===== src/rtl/key_event_scheduler_pkg.sv =====
// Shared constants, id-width helper and event record for the key event scheduler.
package key_event_pkg;

   localparam int unsigned KEY_N_MAX       = 16;
   localparam int unsigned KEY_SYNC_STAGES = 2;

   function automatic int unsigned key_idw(input int unsigned n);
      return (n <= 2) ? 1 : $clog2(n);
   endfunction

   localparam int unsigned KEY_IDW_MAX = key_idw(KEY_N_MAX);

   typedef struct packed {
      logic [KEY_IDW_MAX-1:0] id;
      logic                   is_long;
   } key_evt_t;

endpackage


===== src/rtl/key_event_scheduler_channel.sv =====
// One key channel: synchronizer, debouncer, press pulse, and (KEY_LONG_PRESS_EN) hold timer.
module key_channel
   import key_event_pkg::*;
#(
   parameter int unsigned DEBOUNCE_CYCLES = 1000,
   parameter int unsigned LONG_CYCLES     = 50000
)(
   input  logic clk,
   input  logic rst_n,
   input  logic key_in,
   output logic press,
   output logic long_press
);

   localparam int unsigned CW = $clog2(DEBOUNCE_CYCLES);
   localparam logic [CW-1:0] CNT_LAST = CW'(DEBOUNCE_CYCLES - 1);

   logic [KEY_SYNC_STAGES-1:0] sync_q, sync_d;
   logic                       sync;
   logic                       stable_q, stable_d;
   logic [CW-1:0]              cnt_q, cnt_d;
   logic                       press_q, press_d;

   assign sync = sync_q[KEY_SYNC_STAGES-1];

   always_comb begin
      sync_d   = {sync_q[KEY_SYNC_STAGES-2:0], key_in};
      stable_d = stable_q;
      cnt_d    = '0;
      if (sync != stable_q) begin
         if (cnt_q == CNT_LAST) begin
            stable_d = sync;
         end else begin
            cnt_d = cnt_q + 1'b1;
         end
      end
      press_d = stable_d & ~stable_q;
   end

   always_ff @(posedge clk or negedge rst_n) begin
      if (!rst_n) begin
         sync_q   <= '0;
         stable_q <= 1'b0;
         cnt_q    <= '0;
         press_q  <= 1'b0;
      end else begin
         sync_q   <= sync_d;
         stable_q <= stable_d;
         cnt_q    <= cnt_d;
         press_q  <= press_d;
      end
   end

   assign press = press_q;

`ifdef KEY_LONG_PRESS_EN
   localparam int unsigned HW = $clog2(LONG_CYCLES + 1);
   localparam logic [HW-1:0] HOLD_MAX = HW'(LONG_CYCLES);

   logic [HW-1:0] hold_q, hold_d;
   logic          long_q, long_d;

   // Saturating hold timer fires once per press and rearms only when stable drops.
   always_comb begin
      hold_d = '0;
      long_d = 1'b0;
      if (stable_q) begin
         hold_d = (hold_q == HOLD_MAX) ? hold_q : hold_q + 1'b1;
         long_d = (hold_q == HOLD_MAX - 1'b1);
      end
   end

   always_ff @(posedge clk or negedge rst_n) begin
      if (!rst_n) begin
         hold_q <= '0;
         long_q <= 1'b0;
      end else begin
         hold_q <= hold_d;
         long_q <= long_d;
      end
   end

   assign long_press = long_q;
`else
   localparam int unsigned unused_long_cycles = LONG_CYCLES;
   assign long_press = 1'b0;
`endif

endmodule


===== src/rtl/key_event_scheduler.sv =====
// N debounced keys merged onto one valid/ready press-event port by round-robin.
// Long-press events are produced only when KEY_LONG_PRESS_EN is defined.
module key_event_scheduler
   import key_event_pkg::*;
#(
   parameter int unsigned N               = 4,
   parameter int unsigned DEBOUNCE_CYCLES = 1000,
   parameter int unsigned LONG_CYCLES     = 50000,
   localparam int unsigned IDW            = key_idw(N)
)(
   input  logic           clk,
   input  logic           rst_n,
   input  logic [N-1:0]   key_in,
   output logic           evt_valid,
   input  logic           evt_ready,
   output logic [IDW-1:0] evt_id,
   output logic           evt_long,
   output logic           evt_overrun
);

   logic [N-1:0] press, long_press;

   for (genvar c = 0; c < N; c++) begin : g_ch
      key_channel #(
         .DEBOUNCE_CYCLES (DEBOUNCE_CYCLES),
         .LONG_CYCLES     (LONG_CYCLES)
      ) u_ch (
         .clk        (clk),
         .rst_n      (rst_n),
         .key_in     (key_in[c]),
         .press      (press[c]),
         .long_press (long_press[c])
      );
   end

   logic [N-1:0]   pending_q, pending_d;
   logic [N-1:0]   pending_long_q, pending_long_d;
   logic [IDW-1:0] last_grant_q, last_grant_d;
   logic           evt_valid_q, evt_valid_d;
   key_evt_t       evt_q, evt_d;
   logic           overrun_q, overrun_d;

   logic [N-1:0]   req, gnt_oh, clr_short, clr_long;
   logic [IDW-1:0] gnt_idx;
   logic           found, gnt_short, load;
   int unsigned    probe;

   always_comb begin
      req     = pending_q | pending_long_q;
      found   = 1'b0;
      gnt_idx = '0;
      probe   = 0;
      for (int unsigned i = 1; i <= N; i++) begin
         probe = (32'(last_grant_q) + i) % N;
         if (!found && req[probe]) begin
            found   = 1'b1;
            gnt_idx = IDW'(probe);
         end
      end
      // A channel's short event is always served before its long one.
      gnt_short = pending_q[gnt_idx];
      load      = (!evt_valid_q || evt_ready) && found;
      gnt_oh    = N'(1) << gnt_idx;
      clr_short = (load && gnt_short)  ? gnt_oh : '0;
      clr_long  = (load && !gnt_short) ? gnt_oh : '0;

      pending_d      = (pending_q & ~clr_short) | press;
      pending_long_d = (pending_long_q & ~clr_long) | long_press;
      overrun_d      = (|(press & pending_q & ~clr_short)) ||
                       (|(long_press & pending_long_q & ~clr_long));

      evt_d        = evt_q;
      evt_valid_d  = evt_valid_q;
      last_grant_d = last_grant_q;
      if (load) begin
         evt_valid_d   = 1'b1;
         evt_d.id      = KEY_IDW_MAX'(gnt_idx);
         evt_d.is_long = !gnt_short;
         last_grant_d  = gnt_idx;
      end else if (evt_ready) begin
         evt_valid_d = 1'b0;
      end
   end

   always_ff @(posedge clk or negedge rst_n) begin
      if (!rst_n) begin
         pending_q      <= '0;
         pending_long_q <= '0;
         last_grant_q   <= IDW'(N - 1);
         evt_valid_q    <= 1'b0;
         evt_q          <= '0;
         overrun_q      <= 1'b0;
      end else begin
         pending_q      <= pending_d;
         pending_long_q <= pending_long_d;
         last_grant_q   <= last_grant_d;
         evt_valid_q    <= evt_valid_d;
         evt_q          <= evt_d;
         overrun_q      <= overrun_d;
      end
   end

   logic unused_id_bits;
   assign unused_id_bits = ^evt_q.id;

   assign evt_valid   = evt_valid_q;
   assign evt_id      = evt_q.id[IDW-1:0];
   assign evt_long    = evt_q.is_long;
   assign evt_overrun = overrun_q;

endmodule


===== config.mk =====
export PLATFORM = sky130hd
export DESIGN_NAME = key_event_scheduler
export DESIGN_NICKNAME = d
export VERILOG_FILES = /design/src/rtl/key_event_scheduler_pkg.sv /design/src/rtl/key_event_scheduler_channel.sv /design/src/rtl/key_event_scheduler.sv
export SDC_FILE = /design/constraint.sdc
export NUM_CORES = 1
export LEC_CHECK = 0
export CAP_MARGIN = 20
export CORE_UTILIZATION = 55
export CTS_CLUSTER_SIZE = 24
export DETAILED_ROUTE_END_ITERATION = 8
export PLACE_DENSITY = 0.73
export SYNTH_ARGS = -nofsm -noshare
export SYNTH_HDL_FRONTEND = slang
export SYNTH_SLANG_ARGS = --single-unit

===== constraint.sdc =====
create_clock -name clk -period 3.7 [get_ports clk]
set_input_delay 0.74 -clock clk [delete_from_list [all_inputs] [get_ports clk]]
set_output_delay 0.74 -clock clk [all_outputs]
set_load 0.05 [all_outputs]

==> impl_metrics.json <==
{
  "status": "complete, no violations",
  "antenna_found_initial": 0,
  "die_y_microns": 77.0,
  "cp-end-kind": "output port",
  "holdPathStages": 0,
  "synth_edf_count": 0,
  "nets": 319,
  "cts_root_buf": "clkbuf_8",
  "core_area_sq_um": 5270,
  "cts_buffers": 9,
  "rsz0062_at_grt": "no",
  "vias_per_cell": 5.34,
  "p_per_area_nw_per_um2": 420,
  "htree_levels": 3,
  "io_pins": 12,
  "finalSetupTns_ns": 0,
  "p_leak_nw": 1.59,
  "reg2reg_slack_ns": 1.50,
  "setup_violations": 0,
  "hold_end": "g_ch[3].u_ch.sync_q[1]",
  "ys.flop_type": "dfrtp_1",
  "hold_start": "g_ch[3].u_ch.sync_q[0]",
  "drt_first_iter_violations": 103,
  "ant_nets": 0,
  "max_stage_delay_ns": 0.80,
  "grt_pass1_wl_mm": 8.94,
  "critPathArrivalTime_ns": 1.50,
  "worst-path-buf-inv": 1,
  "async_reset_ff_share_pct": 100,
  "cts_resized": 0,
  "clkTransAtPathRegs_ns": 0.07,
  "dieArea_sq_um": 5930,
  "dr.pass1.iters": 4,
  "die_w_microns": 77.0,
  "final_cells": 383,
  "critPathSlowestCell": "clkdlybuf4s50_1",
  "wire_per_inst_microns": 12.6,
  "relSlewSlack_pct": 43.1,
  "fin_util_pct": 66.4,
  "gp_congestion": 0.850,
  "grt_pass1_vias": 2015,
  "rows": 26,
  "cts_setup_buffers": 0,
  "place_area_sq_um": 3290,
  "synth_warnings": 0,
  "layout-drive-gt1-share_pct": 11.8,
  "fin_area_sq_um": 3500,
  "postCtsHoldBufs": 0,
  "n_fill_cell": 425,
  "path_class": "flip-flop to output port",
  "post-place-cells": 367,
  "start_kind": "flip-flop",
  "ys_seq_elements": 71,
  "syn_to_final_growth_pct": 13.1,
  "fin_worst_skew_ns": 0.00862,
  "final_hold_viol_count": 0,
  "finalCritPeriodShare_pct": 60.5,
  "cp_top_family": "buffers and inverters",
  "grt-ovfl-total": 0,
  "r2r_cells": 6,
  "max_freq_mhz": 447,
  "dp_hpwl_mm": 3.37,
  "crit_required_ns": 2.96,
  "ys_types": 44,
  "antenna_cells": 0,
  "crit-reg2reg-launch": "last_grant_q[1]",
  "syn_inst": 286,
  "cts_sinks": 71,
  "cp.depth": 1,
  "drcViolationCount": 0,
  "cts_tree": "built",
  "ir_drop_mv": 0.292,
  "ys_seq_area_share_pct": 57.5,
  "grt_usage_pct": 19.3,
  "routed_wirelength_mm": 4.82,
  "netlist_area_sq_um": 3100,
  "numPortBuffers": 11,
  "synth_nets": 297,
  "syn_area_per_cell_sq_um": 10.8,
  "layout_min_cycle_time_ns": 2.24,
  "path_cells": "clkdlybuf4s50_1",
  "hold_ws_ns": 0.350,
  "final_max_slew_viol_count": 0,
  "insertion_delay_ns": 0.34,
  "cts_buffer_depth": 2,
  "cap_violations": 0,
  "routed-via-count": 2046,
  "grt_max_degree": 42,
  "initial_utilization_pct": 58.7,
  "tightestPinTransition_ns": 0.854,
  "r2r-end": "evt_overrun",
  "cp_max_fo": 2,
  "hold_path_class": "flip-flop to flip-flop"
}
[registers in the layout, summed over array words and instances (netlist names)]
name	count
g_ch.u_ch.cnt_q	40
g_ch.u_ch.sync_q	8
g_ch.u_ch.press	4
g_ch.u_ch.stable_q	4
pending_long_q	4
pending_q	4
evt_id	2
last_grant_q	2
evt_long	1
evt_overrun	1
evt_valid	1
[where the power goes]
part / switching (mW) / internal (mW) / total (mW)
Combinational: 0.0298 / 0.0190 / 0.0488
Clock: 0.274 / 0.347 / 0.621
Sequential: 0.0106 / 0.791 / 0.802
Total: 0.314 / 1.16 / 1.47
[per-stage QoR]
| stage | power [mW] | setup slack [ns] |
|---|---|---|
| final | 1.47 | 1.46 |
| after global routing | 1.53 | 1.33 |
| after CTS | 1.50 | 1.45 |
| after detailed placement | 0.867 | 1.36 |
| after global placement | 0.866 | 1.39 |
| after floorplan | 0.837 | 1.77 |
[cells by family (layout without fill, tap and decap cells)]
logic type / Yosys count / count (layout) / synth area share, %
simple gates: 125 / 125 / 19.7
flops: 71 / 71 / 57.5
compound gates: 39 / 39 / 8.69
xor+xnor: 34 / 34 / 9.62
buf+inv: 8 / 35 / 1.09
fa+ha+maj: 5 / 5 / 1.94
mux: 4 / 4 / 1.46
[layout by cell type (no fill, tap or decap), types with 3 or more instances in the layout]
cell type        Yosys  layout
dfrtp_1             69      69
nand2b_1             3       3
nor3_1               8       8
a21o_2               3       3
ha_1                 4       4
clkbuf_8             0      11
nor2_1              48      48
and2_1               3       3
or4_1                4       4
a21o_1               3       3
o21a_1               5       5
nand2_1             23      23
mux2_2               4       4
o21ai_0              5       5
inv_1                6       6
nand4_1              4       4
and3_1               8       8
xor2_1              14      14
nand3_1             10      10
xnor2_1             20      20
nor3b_1              3       3
clkdlybuf4s50_1      0      10
a21oi_1             11      11
[cell type report]
type                    count  area (sq um)  share of cell area [%]
multi-input cells         207          1280                    36.6
well taps                  70          87.6                    2.50
clock buffers              11           151                    4.33
inverters                   6          22.5                   0.644
clock inverters             5          56.3                    1.61
flip-flops and latches     71          1780                    50.8
repair buffers             13           120                    3.43
[cell usage after synthesis, types with 2 or more instances]
| cell | instances | area [sq um] |
|---|---|---|
| dfrtp_1 | 69 | 1730 |
| nor2_1 | 48 | 180 |
| nand2_1 | 23 | 86.3 |
| xnor2_1 | 20 | 175 |
| xor2_1 | 14 | 123 |
| a21oi_1 | 11 | 55.1 |
| nand3_1 | 10 | 50.1 |
| and3_1 | 8 | 50.1 |
| nor3_1 | 8 | 40.0 |
| inv_1 | 6 | 22.5 |
| o21a_1 | 5 | 37.5 |
| o21ai_0 | 5 | 25.0 |
| ha_1 | 4 | 50.1 |
| mux2_2 | 4 | 45.0 |
| nand4_1 | 4 | 25.0 |
| or4_1 | 4 | 30.0 |
| a21o_1 | 3 | 22.5 |
| a21o_2 | 3 | 26.3 |
| and2_1 | 3 | 18.8 |
| nand2b_1 | 3 | 18.8 |
| nor3b_1 | 3 | 22.5 |
| a32oi_1 | 2 | 17.5 |
| dfstp_2 | 2 | 52.6 |
| o22ai_1 | 2 | 12.5 |
| or2_2 | 2 | 12.5 |
| or3_1 | 2 | 12.5 |
[how the worst max path moves through the flow]
stage,from,end,slack [ns]
2_1_floorplan,pending_long_q[1],evt_overrun,1.77
3_3_place_gp,evt_ready,evt_overrun,1.39
3_5_place_dp,evt_ready,evt_overrun,1.36
4_1_cts,evt_id[1],evt_id[1],1.45
5_1_grt,last_grant_q[1],evt_overrun,1.33
6_report,evt_id[1],evt_id[1],1.46
[metal layers]
layer  GRT usage, %  share of wire, %  up-vias
li1               -                 -     1024
met4           5.66               1.0        0
met3           7.14               4.5        7
met2           29.3                46       42
met1           26.0                49      973
met5              0                 0        -
Note: power is estimated with default switching activity, not from simulation.
